==> src/rtl/active_rx_pkg.sv <==
// -----------------------------------------------------------------------------
// active_rx_pkg
//
// Purpose:
//   Shared types and constants for the active_rx byte-to-word receiver.
//   Imported by active_rx (top) and active_rx_fifo (word storage).
//
// Contents:
//   word_t        16-bit packed word, {high byte, low byte}
//   pack_state_e  packer state: LOW waits for the low byte, HIGH for the high
//   DROP_MAX      saturation value of the dropped-word counter
//
// Configuration:
//   ACTIVE_RX_STATS_EN (used in active_rx) enables the overflow flag and the
//   dropped-word counter. Nothing in this package depends on it.
// -----------------------------------------------------------------------------
package active_rx_pkg;

    // A completed word always holds the first byte of the pair in [7:0].
    typedef logic [15:0] word_t;

    // Only two states are needed because a word is exactly two bytes long.
    typedef enum logic {
        LOW  = 1'b0,
        HIGH = 1'b1
    } pack_state_e;

    // The drop counter sticks at this value instead of wrapping back to zero.
    localparam logic [7:0] DROP_MAX = 8'hFF;

endpackage

==> src/rtl/active_rx_fifo.sv <==
// -----------------------------------------------------------------------------
// active_rx_fifo
//
// Purpose:
//   Fall-through word FIFO for active_rx. The head entry is presented on
//   rdata_o directly from storage, so a word written on one edge is visible
//   right after that edge. Pointers are log2(DEPTH) bits wide and wrap
//   naturally because DEPTH is a power of two; the separate level counter
//   tells full from empty.
//
// Parameters:
//   DEPTH      number of word entries (power of two, >= 2)
//
// Ports:
//   clk        clock, all state updates on the rising edge
//   rst_n      asynchronous active-low reset, clears storage, pointers, level
//   flush_i    synchronous clear of pointers and level, beats push and pop
//   push_i     write wdata_i this edge (caller guarantees a free slot)
//   pop_i      retire the head entry this edge (caller guarantees non-empty)
//   wdata_i    word to write
//   rdata_o    head entry
//   level_o    number of stored words, 0..DEPTH
//   full_o     level_o == DEPTH
//   empty_o    level_o == 0
//
// Configuration:
//   None; ACTIVE_RX_STATS_EN does not affect this module.
// -----------------------------------------------------------------------------
module active_rx_fifo
    import active_rx_pkg::*;
#(
    parameter int DEPTH = 4
) (
    input  logic                   clk,
    input  logic                   rst_n,
    input  logic                   flush_i,
    input  logic                   push_i,
    input  logic                   pop_i,
    input  word_t                  wdata_i,
    output word_t                  rdata_o,
    output logic [$clog2(DEPTH):0] level_o,
    output logic                   full_o,
    output logic                   empty_o
);

    localparam int PW = $clog2(DEPTH);
    localparam logic [PW:0] DEPTH_L = (PW + 1)'(DEPTH);

    word_t         mem_q [DEPTH];
    logic [PW-1:0] wrPtr_q;
    logic [PW-1:0] wrPtr_d;
    logic [PW-1:0] rdPtr_q;
    logic [PW-1:0] rdPtr_d;
    logic [PW:0]   level_q;
    logic [PW:0]   level_d;

    // Next-state for the pointers and the level counter. Flush wins over
    // everything else; a simultaneous push and pop moves both pointers but
    // leaves the level where it was.
    always_comb begin
        wrPtr_d = wrPtr_q;
        rdPtr_d = rdPtr_q;
        level_d = level_q;
        if (flush_i) begin
            wrPtr_d = '0;
            rdPtr_d = '0;
            level_d = '0;
        end else begin
            if (push_i) begin
                wrPtr_d = wrPtr_q + PW'(1);
            end
            if (pop_i) begin
                rdPtr_d = rdPtr_q + PW'(1);
            end
            case ({push_i, pop_i})
                2'b10:   level_d = level_q + (PW + 1)'(1);
                2'b01:   level_d = level_q - (PW + 1)'(1);
                default: level_d = level_q;
            endcase
        end
    end

    // Pointer and level registers.
    always_ff @(posedge clk or negedge rst_n) begin
        if (!rst_n) begin
            wrPtr_q <= '0;
            rdPtr_q <= '0;
            level_q <= '0;
        end else begin
            wrPtr_q <= wrPtr_d;
            rdPtr_q <= rdPtr_d;
            level_q <= level_d;
        end
    end

    // Word storage. It is cleared on reset so the head output is a known
    // zero after reset even though nothing valid is stored yet. A write
    // during flush is suppressed since the pointers are being cleared anyway.
    always_ff @(posedge clk or negedge rst_n) begin
        if (!rst_n) begin
            for (int i = 0; i < DEPTH; i++) begin
                mem_q[i] <= '0;
            end
        end else if (push_i && !flush_i) begin
            mem_q[wrPtr_q] <= wdata_i;
        end
    end

    // Fall-through read: the head entry drives the output directly.
    assign rdata_o = mem_q[rdPtr_q];
    assign level_o = level_q;
    assign full_o  = (level_q == DEPTH_L);
    assign empty_o = (level_q == '0);

endmodule

==> src/rtl/active_rx.sv <==
// -----------------------------------------------------------------------------
// active_rx
//
// Purpose:
//   Receiver for the upstream byte stream of the active data path. Pairs of
//   accepted bytes are packed into 16-bit words (first byte in the low half)
//   and written into a small fall-through FIFO drained by a ready/valid
//   consumer. The producer cannot be stalled, so a word that completes while
//   the FIFO has no free slot is dropped.
//
// Parameters:
//   DEPTH        FIFO depth in words (power of two, >= 2)
//
// Ports:
//   clk          clock, rising-edge active
//   rst_n        asynchronous active-low reset
//   data_in      upstream byte
//   valid_in     data_in is accepted on this rising edge
//   flush        synchronous clear of packer and FIFO (not of statistics)
//   out_ready    downstream consumer takes the head word
//   word_out     head word {high, low}
//   word_valid   FIFO not empty
//   level        number of words in the FIFO
//   overflow     sticky: at least one word has been dropped
//   drop_count   number of dropped words, saturating at 8'hFF
//
// Configuration:
//   ACTIVE_RX_STATS_EN  when defined, overflow and drop_count track drops;
//                       when undefined they are tied to zero, the counter
//                       logic is absent, and drops still happen silently.
//                       The port list is the same in both builds.
// -----------------------------------------------------------------------------
module active_rx
    import active_rx_pkg::*;
#(
    parameter int DEPTH = 4
) (
    input  logic                   clk,
    input  logic                   rst_n,
    input  logic [7:0]             data_in,
    input  logic                   valid_in,
    input  logic                   flush,
    input  logic                   out_ready,
    output word_t                  word_out,
    output logic                   word_valid,
    output logic [$clog2(DEPTH):0] level,
    output logic                   overflow,
    output logic [7:0]             drop_count
);

    pack_state_e packState_q;
    logic [7:0]  lowByte_q;

    logic        pushReq;
    logic        popEn;
    logic        slotFree;
    logic        writeEn;
    logic        dropEvent;
    logic        fifoFull;
    logic        fifoEmpty;
    word_t       packedWord;

    // Byte packer. LOW stores the incoming byte and waits for its partner;
    // HIGH completes the word (see pushReq) and returns to LOW. Flush drops
    // any half-built word by forcing the state back to LOW.
    always_ff @(posedge clk or negedge rst_n) begin
        if (!rst_n) begin
            packState_q <= LOW;
            lowByte_q   <= '0;
        end else if (flush) begin
            packState_q <= LOW;
            lowByte_q   <= '0;
        end else if (valid_in) begin
            case (packState_q)
                LOW: begin
                    lowByte_q   <= data_in;
                    packState_q <= HIGH;
                end
                HIGH: begin
                    packState_q <= LOW;
                end
                default: begin
                    packState_q <= LOW;
                end
            endcase
        end
    end

    // The word is written on the same edge that samples its high byte, so
    // the push request is decoded from the current inputs. A flush in the
    // same cycle discards the word rather than counting it as a drop.
    assign packedWord = {data_in, lowByte_q};
    assign pushReq    = valid_in && (packState_q == HIGH) && !flush;

    // A full FIFO still has a slot this edge if its head is leaving now.
    assign popEn     = word_valid && out_ready;
    assign slotFree  = !fifoFull || popEn;
    assign writeEn   = pushReq && slotFree;
    assign dropEvent = pushReq && !slotFree;

    active_rx_fifo #(
        .DEPTH (DEPTH)
    ) u_fifo (
        .clk     (clk),
        .rst_n   (rst_n),
        .flush_i (flush),
        .push_i  (writeEn),
        .pop_i   (popEn),
        .wdata_i (packedWord),
        .rdata_o (word_out),
        .level_o (level),
        .full_o  (fifoFull),
        .empty_o (fifoEmpty)
    );

    assign word_valid = !fifoEmpty;

`ifdef ACTIVE_RX_STATS_EN
    logic       overflow_q;
    logic [7:0] dropCount_q;

    // Drop statistics. Only reset clears them so that software can still
    // see that data was lost after the stream has been flushed.
    always_ff @(posedge clk or negedge rst_n) begin
        if (!rst_n) begin
            overflow_q  <= 1'b0;
            dropCount_q <= '0;
        end else if (dropEvent) begin
            overflow_q <= 1'b1;
            if (dropCount_q != DROP_MAX) begin
                dropCount_q <= dropCount_q + 8'd1;
            end
        end
    end

    assign overflow   = overflow_q;
    assign drop_count = dropCount_q;
`else
    logic unusedDropEvent;

    // Statistics are compiled out; the drop decode is kept only so the
    // write path above stays identical between the two builds.
    assign unusedDropEvent = dropEvent;
    assign overflow        = 1'b0;
    assign drop_count      = '0;
`endif

endmodule

==> config.mk <==
export PLATFORM = sky130hd
export DESIGN_NAME = active_rx
export DESIGN_NICKNAME = d
export VERILOG_FILES = /design/src/rtl/active_rx_pkg.sv /design/src/rtl/active_rx_fifo.sv /design/src/rtl/active_rx.sv
export SDC_FILE = /design/constraint.sdc
export NUM_CORES = 1
export LEC_CHECK = 0
export CELL_PAD_IN_SITES_DETAIL_PLACEMENT = 1
export CELL_PAD_IN_SITES_GLOBAL_PLACEMENT = 1
export CORE_MARGIN = 2
export CORE_UTILIZATION = 31
export CTS_CLUSTER_DIAMETER = 50
export DETAILED_ROUTE_END_ITERATION = 6
export PLACE_DENSITY_LB_ADDON = 0.1
export SYNTH_ARGS = -nofsm -noshare
export SYNTH_HDL_FRONTEND = slang
export SYNTH_SLANG_ARGS = --single-unit
==> constraint.sdc <==
create_clock -name clk -period 4.7 [get_ports clk]
set_input_delay 0.47 -clock clk [delete_from_list [all_inputs] [get_ports clk]]
set_output_delay 0.47 -clock clk [all_outputs]
set_load 0.005 [all_outputs]
==> reports/results.txt, run 1 <==
via count = 2126
pin count of the biggest net entering global routing = 46
area fraction in compound gates after synthesis = 3.19%
CTS-repair resized insts = 0
Diodes inserted = 0
Worst EP arrival = 2470 ps
post-layout minimum cycle time = 2940 ps
placed cells = 417
final RePlAce weighted congestion = 0.739
HPWL after detailed placement = 5.01 mm
final cell utilization of the core = 37.9%
number of cells on the worst reg-to-reg path = 6
die width = 113 um
detail-routed net length per standard cell = 17.7 um
CP peak stage delay = 790 ps
number of post-CTS setup repair buffers = 0
final hold viol count = 0
Rel. slew slack = 37.1%
adder and majority gate portion of the synthesized area = 1.90%
min-delay worst type = primary input to async pin
number of detailed-route iterations in the first pass = 6
total overflow reported by the global router = 0
maximum fanout encountered on the critical timing path = 11
leakage = 0.00201 uW
Yosys cell types = 34
number of global-route vias before repair = 2350
max frequency = 340 MHz
final wirelength = 7.67 mm
Slowest-stage cell, CP = dfrtp_1
crit path kind = register to primary output
antenna violations before repair = 0
startpoint of the worst setup timing path = u_fifo.rdPtr_q[0]$_DFFE_PN0P_
most common cell after layout, fill and taps aside = dfrtp_1
failing checks = design-rule violations
CTS H-tree lvls = 3
Antenna Nets Post-Route = 0
xor/xnor cell area share of the yosys netlist = 0.475%
maximum root-to-sink buffer count = 2
FF-to-FF End = u_fifo.level_o[2]$_DFFE_PN0P_
final number of max-transition violations = 0
clock transition time at the flip-flop clock pins of the worst setup and hold paths = 60 ps
# rows = 39
synthesized area per cell = 14.6 um2
global-route usage over all layers = 13.2%
setup violation total in the final timing report = 0
simple-gate share of the synthesized area = 5.81%
highest-count cells in the layout ignoring fill and taps = dfrtp_1, mux2_2, clkdlybuf4s50_1
initial core utilization = 32.0%
number of max-cap violations = 0
die extent in y = 113 um
dominant combinational cell family by area after synthesis = multiplexers
vias per std cell = 4.91
Port Buffer Count = 32
CP Data Required Time = 4230 ps
Power per Cell Area = 403 nW/um2
CP endpoint = word_out[2]
Detailed Route Iter0 Violations = 37
worst reg-to-reg setup slack = 2530 ps
synthesis warning total = 0
Worst Max-Slew Pin Slew = 944 ps
multiplexer share of the synthesized area = 29.9%
Hold Worst Slack = 129 ps
later-pin clock latency in the skew report = 340 ps
count of state elements after synthesis = 80
drt drc = 2
CTS tree = done
final setup TNS = 0 ps
share of the yosys chip area belonging to registers = 54.3%
area grow syn2layout = 18.5%
largest area contributor in the synthesized netlist = dfrtp_1
CTS root buf = clkbuf_16
outcome = finished with violations
Final Cycle Share = 62.6%
setup repair after global routing missed its margin = no
type of destination of the critical path = primary output
hold buffer count at cts = 0
area share of the leading cell type in the synthesized netlist = 54.3%
crit-path cells = buf_4 > mux4_2 > clkdlybuf4s50_1
share of post-route cells with drive strength above 1 = 37.2%
Max VDD drop = 0.150 mV
fin cells = 433
TritonCTS Buffers = 9
critical path launch point type = register
Layout Skew = 6.13 ps
placeable core area = 11500 um2
die area = 12800 um2
number of top-level pins = 42
combined area of all synthesized cells = 3680 um2
Final nets = 303
startpoint of the most critical register-to-register path = u_fifo.level_o[0]$_DFFE_PN0P_
total number of clock tree sinks = 80
first-pass GRT wire length = 12.8 mm
synthesized instance count = 253
cell types occupying the most area after synthesis = dfrtp_1, mux2_2, mux4_2
## per-layer routing
metal	part of all wire, %	up-vias	GRT usage [%]	wire (um)
met2	49	37	21.4	3750
met4	2.4	0	6.59	183
met3	2.7	12	2.46	204
met1	46	1109	16.9	3530
li1	-	968	-	-
met5	0	-	0	0
## report_power, final
part	internal, uW	switching, uW	total [uW]	leakage, uW
Clock	401	267	668	0.000139
Sequential	750	48.9	799	0.00109
Combinational	192	102	294	0.000785
## stage by stage
stage | cell area, um2 | setup WS [ps] | power [uW]
2_1_floorplan | 3710 | 2790 | 963
4_1_cts | 4370 | 1660 | 1800
6_report | 4370 | 1760 | 1760
3_3_place_gp | 4080 | 1780 | 1110
5_1_grt | 4370 | 1580 | 1860
3_5_place_dp | 4080 | 1770 | 1120
## flip-flops by register name (all words and copies together) (netlist names)
signal,flops
lowByte_q,8
packState_q,1
u_fifo.level_o,3
u_fifo.mem_q,64
u_fifo.rdPtr_q,2
u_fifo.wrPtr_q,2
## how the worst min path moves through the flow
stage / slack [ps] / end / cells after the start
floorplan: 170 / lowByte_q[0]$_DFFE_PN0P_ / 0
global placement: 480 / u_fifo.mem_q[55]$_DFFE_PN0P_ / 1
detailed placement: 490 / u_fifo.mem_q[17]$_DFFE_PN0P_ / 1
CTS: 160 / u_fifo.mem_q[61]$_DFFE_PN0P_ / 1
global route: 170 / u_fifo.mem_q[61]$_DFFE_PN0P_ / 1
finish: 130 / u_fifo.mem_q[61]$_DFFE_PN0P_ / 1
## final cells by class
type	instances	area (um2)
well taps	143	179
repair buffers	34	333
multi-input cells	157	1560
clock inverters	2	12.5
flip-flops and latches	80	2000
clock buffers	14	274
inverters	3	11.3
fillers	1194	7150
## critical path, delay by kind of cell (launching register included)
kind	cells	cell delay, ps
multiplexers	1	530
flip-flops	1	790
buffers and inverters	2	810
## synthesized netlist by cell type, drive strengths merged
library cell,count
a31oi,2
inv,3
or2b,2
xor2,2
nand2,22
clkbuf,5
fa,1
and3b,1
o21bai,1
ha,4
a21o,1
and2b,1
dfrtp,80
conb,1
nand3b,1
mux4,16
a21oi,10
nand2b,2
buf,16
nor2,6
nor2b,1
mux2i,1
nor4,1
nand4b,1
nor3,1
mux2,65
or3,1
nand3,2
o31ai,2
o221ai,1
## logic make-up after synthesis
family / count (synthesis)
mux: 82
compound gates: 17
buf+inv: 24
flops: 80
xor+xnor: 2
other cells: 1
simple gates: 42
fa+ha+maj: 5
No activity file was read; power rests on OpenSTA's default activity.
==> run 2, diff against run 1 <==
==> constraint.sdc (replaced) <==
create_clock -name clk -period 2.45 [get_ports clk]
set_input_delay 0.245 -clock clk [delete_from_list [all_inputs] [get_ports clk]]
set_output_delay 0.245 -clock clk [all_outputs]
set_load 0.005 [all_outputs]
==> reports/results.txt, run 2 (synthesized netlist as in run 1, its figures left out) <==
initial core utilization = 32.0% (unchanged)
post-layout minimum cycle time = 2280 ps
total number of clock tree sinks = 80 (unchanged)
Final Cycle Share = 93.2%
HPWL after detailed placement = 5.22 mm (+4.2%)
number of top-level pins = 42 (unchanged)
Power per Cell Area = 762 nW/um2 (+89%)
type of destination of the critical path = primary output
global-route usage over all layers = 13.7% (+0.51 points)
Layout Skew = 4.89 ps (-1.23 ps)
final hold viol count = 0 (unchanged)
highest-count cells in the layout ignoring fill and taps = dfrtp_1, mux2_2, clkdlybuf4s50_1
share of post-route cells with drive strength above 1 = 37.8% (+0.60 points)
CTS root buf = clkbuf_16
Rel. slew slack = 63.2% (+26 points)
antenna violations before repair = 0 (unchanged)
final RePlAce weighted congestion = 0.694 (-6.0%)
Port Buffer Count = 32 (unchanged)
most common cell after layout, fill and taps aside = dfrtp_1
internal cell power = 2560 uW (+91%)
Sw Share = 24.0% (+0.21 points)
drt drc = 2 (unchanged)
fin cells = 439 (+1.4%)
die area = 12800 um2 (unchanged)
die width = 113 um (unchanged)
Sw Pwr = 808 uW (+93%)
maximum fanout encountered on the critical timing path = 7 (-4)
Diodes inserted = 0 (unchanged)
outcome = finished with violations
Antenna Nets Post-Route = 0 (unchanged)
Final nets = 309 (+2.0%)
TritonCTS Buffers = 9 (unchanged)
Clock power frac = 37.3% (-0.6 points)
min-delay worst type = primary input to async pin
final number of max-transition violations = 0 (unchanged)
die extent in y = 113 um (unchanged)
max frequency = 438 MHz
max FFs per register = 64 (unchanged)
number of detailed-route iterations in the first pass = 6 (unchanged)
# rows = 39 (unchanged)
Worst Max-Slew Pin Slew = 550 ps (-394 ps)
pin count of the biggest net entering global routing = 53 (+15%)
Hold Worst Slack = 382 ps (+252 ps)
area grow syn2layout = 19.9%
post-placement setup slack = 172 ps (-1600 ps)
worst-case setup margin in the final layout = 167 ps (-1590 ps)
sequential group share of total power = 44.9% (-0.5 points)
first-pass GRT wire length = 13.0 mm (+2.1%)
critical path launch point type = register
failing checks = design-rule violations
clock transition time at the flip-flop clock pins of the worst setup and hold paths = 60 ps (about the same)
register bank with the most flops = u_fifo.mem_q
final wirelength = 8.01 mm (+4.4%)
total overflow reported by the global router = 0 (unchanged)
maximum root-to-sink buffer count = 2 (unchanged)
Max VDD drop = 0.270 mV (+80%)
crit path kind = register to primary output
setup violation total in the final timing report = 0 (unchanged)
later-pin clock latency in the skew report = 330 ps (about the same)
fill cell count = 1221 (+2.3%)
vias per std cell = 4.82 (-1.8%)
Worst EP arrival = 2040 ps (-430 ps)
via count = 2117 (-0.42%)
number of max-cap violations = 0 (unchanged)
power share of the combinational group = 17.8% (+1.1 points)
Detailed Route Iter0 Violations = 60 (+62%)
setup repair after global routing missed its margin = no
placeable core area = 11500 um2 (unchanged)
CTS H-tree lvls = 3 (unchanged)
placed cells = 422 (+1.2%)
number of global-route vias before repair = 2320 (-1.3%)
final setup TNS = 0 ps (unchanged)
CP Data Required Time = 2200 ps (-2030 ps)
leakage = 0.00204 uW (+1.7%)
CTS tree = done
detail-routed net length per standard cell = 18.2 um (+2.9%)
-- run 2: through the flow --
step | power [uW] | utilization, % | instance area, um2
2_1_floorplan | 1850 | - | 3710
3_3_place_gp | 2140 | 35.9 | 4130
3_5_place_dp | 2150 | 35.9 | 4130
4_1_cts | 3440 | 38.4 | 4420
5_1_grt | 3550 | 38.4 | 4420
6_report | 3370 | 38.4 | 4420
-- run 2: final timing paths --
| path | start | end | slack (ps) | cells after the start |
|---|---|---|---|---|
| min in group clk | u_fifo.mem_q[8]$_DFFE_PN0P_ | u_fifo.mem_q[8]$_DFFE_PN0P_ | 500 | 1 |
| hold / removal | rst_n | u_fifo.mem_q[53]$_DFFE_PN0P_ | 380 | 2 |
| setup reg to reg | u_fifo.level_o[0]$_DFFE_PN0P_ | u_fifo.level_o[2]$_DFFE_PN0P_ | 390 | 6 |
| setup / recovery | u_fifo.rdPtr_q[1]$_DFFE_PN0P_ | word_out[1] | 170 | 3 |
| hold reg to reg | u_fifo.mem_q[8]$_DFFE_PN0P_ | u_fifo.mem_q[8]$_DFFE_PN0P_ | 500 | 1 |
| max in group asynchronous | rst_n | u_fifo.mem_q[20]$_DFFE_PN0P_ | 1450 | 3 |
-- run 2: layout make-up --
cell class	count	area (um2)	area share, %
clock buffers	14	264	5.98
repair buffers	40	393	8.89
flip-flops and latches	80	2000	45.3
inverters	3	11.3	0.255
well taps	143	179	4.05
clock inverters	2	13.8	0.312
multi-input cells	157	1560	35.2
-- run 2: worst max-delay path, cell delays in order, from the launching register on --
cell             delay [ps]
dfrtp_1                 630
buf_4                   260
mux4_2                  340
clkdlybuf4s50_1         470
-- run 2: what timing repair did --
action,4_1_cts,5_1_grt
hold endpoints to repair,28,0
hold buffers,1,0
gates resized for setup,0,0
buffers inserted,0,0
-- run 2: layer usage --
metal / track usage [%] / part of all wire, % / vias to the layer above / routed length [um]
li1: - / - / 964 / -
met1: 17.8 / 47 / 1110 / 3730
met2: 21.9 / 49 / 38 / 3890
met3: 4.18 / 3.6 / 5 / 292
met4: 4.39 / 1.1 / 0 / 92
met5: 0 / 0 / - / 0
-- run 2: power groups by stage --
stage / combinational, uW / sequential, uW / clock, uW
global route: 657 / 1530 / 1360
CTS: 620 / 1510 / 1310
floorplan: 337 / 1510 / 0
global placement: 609 / 1530 / 0
detailed placement: 616 / 1540 / 0
finish: 599 / 1510 / 1260
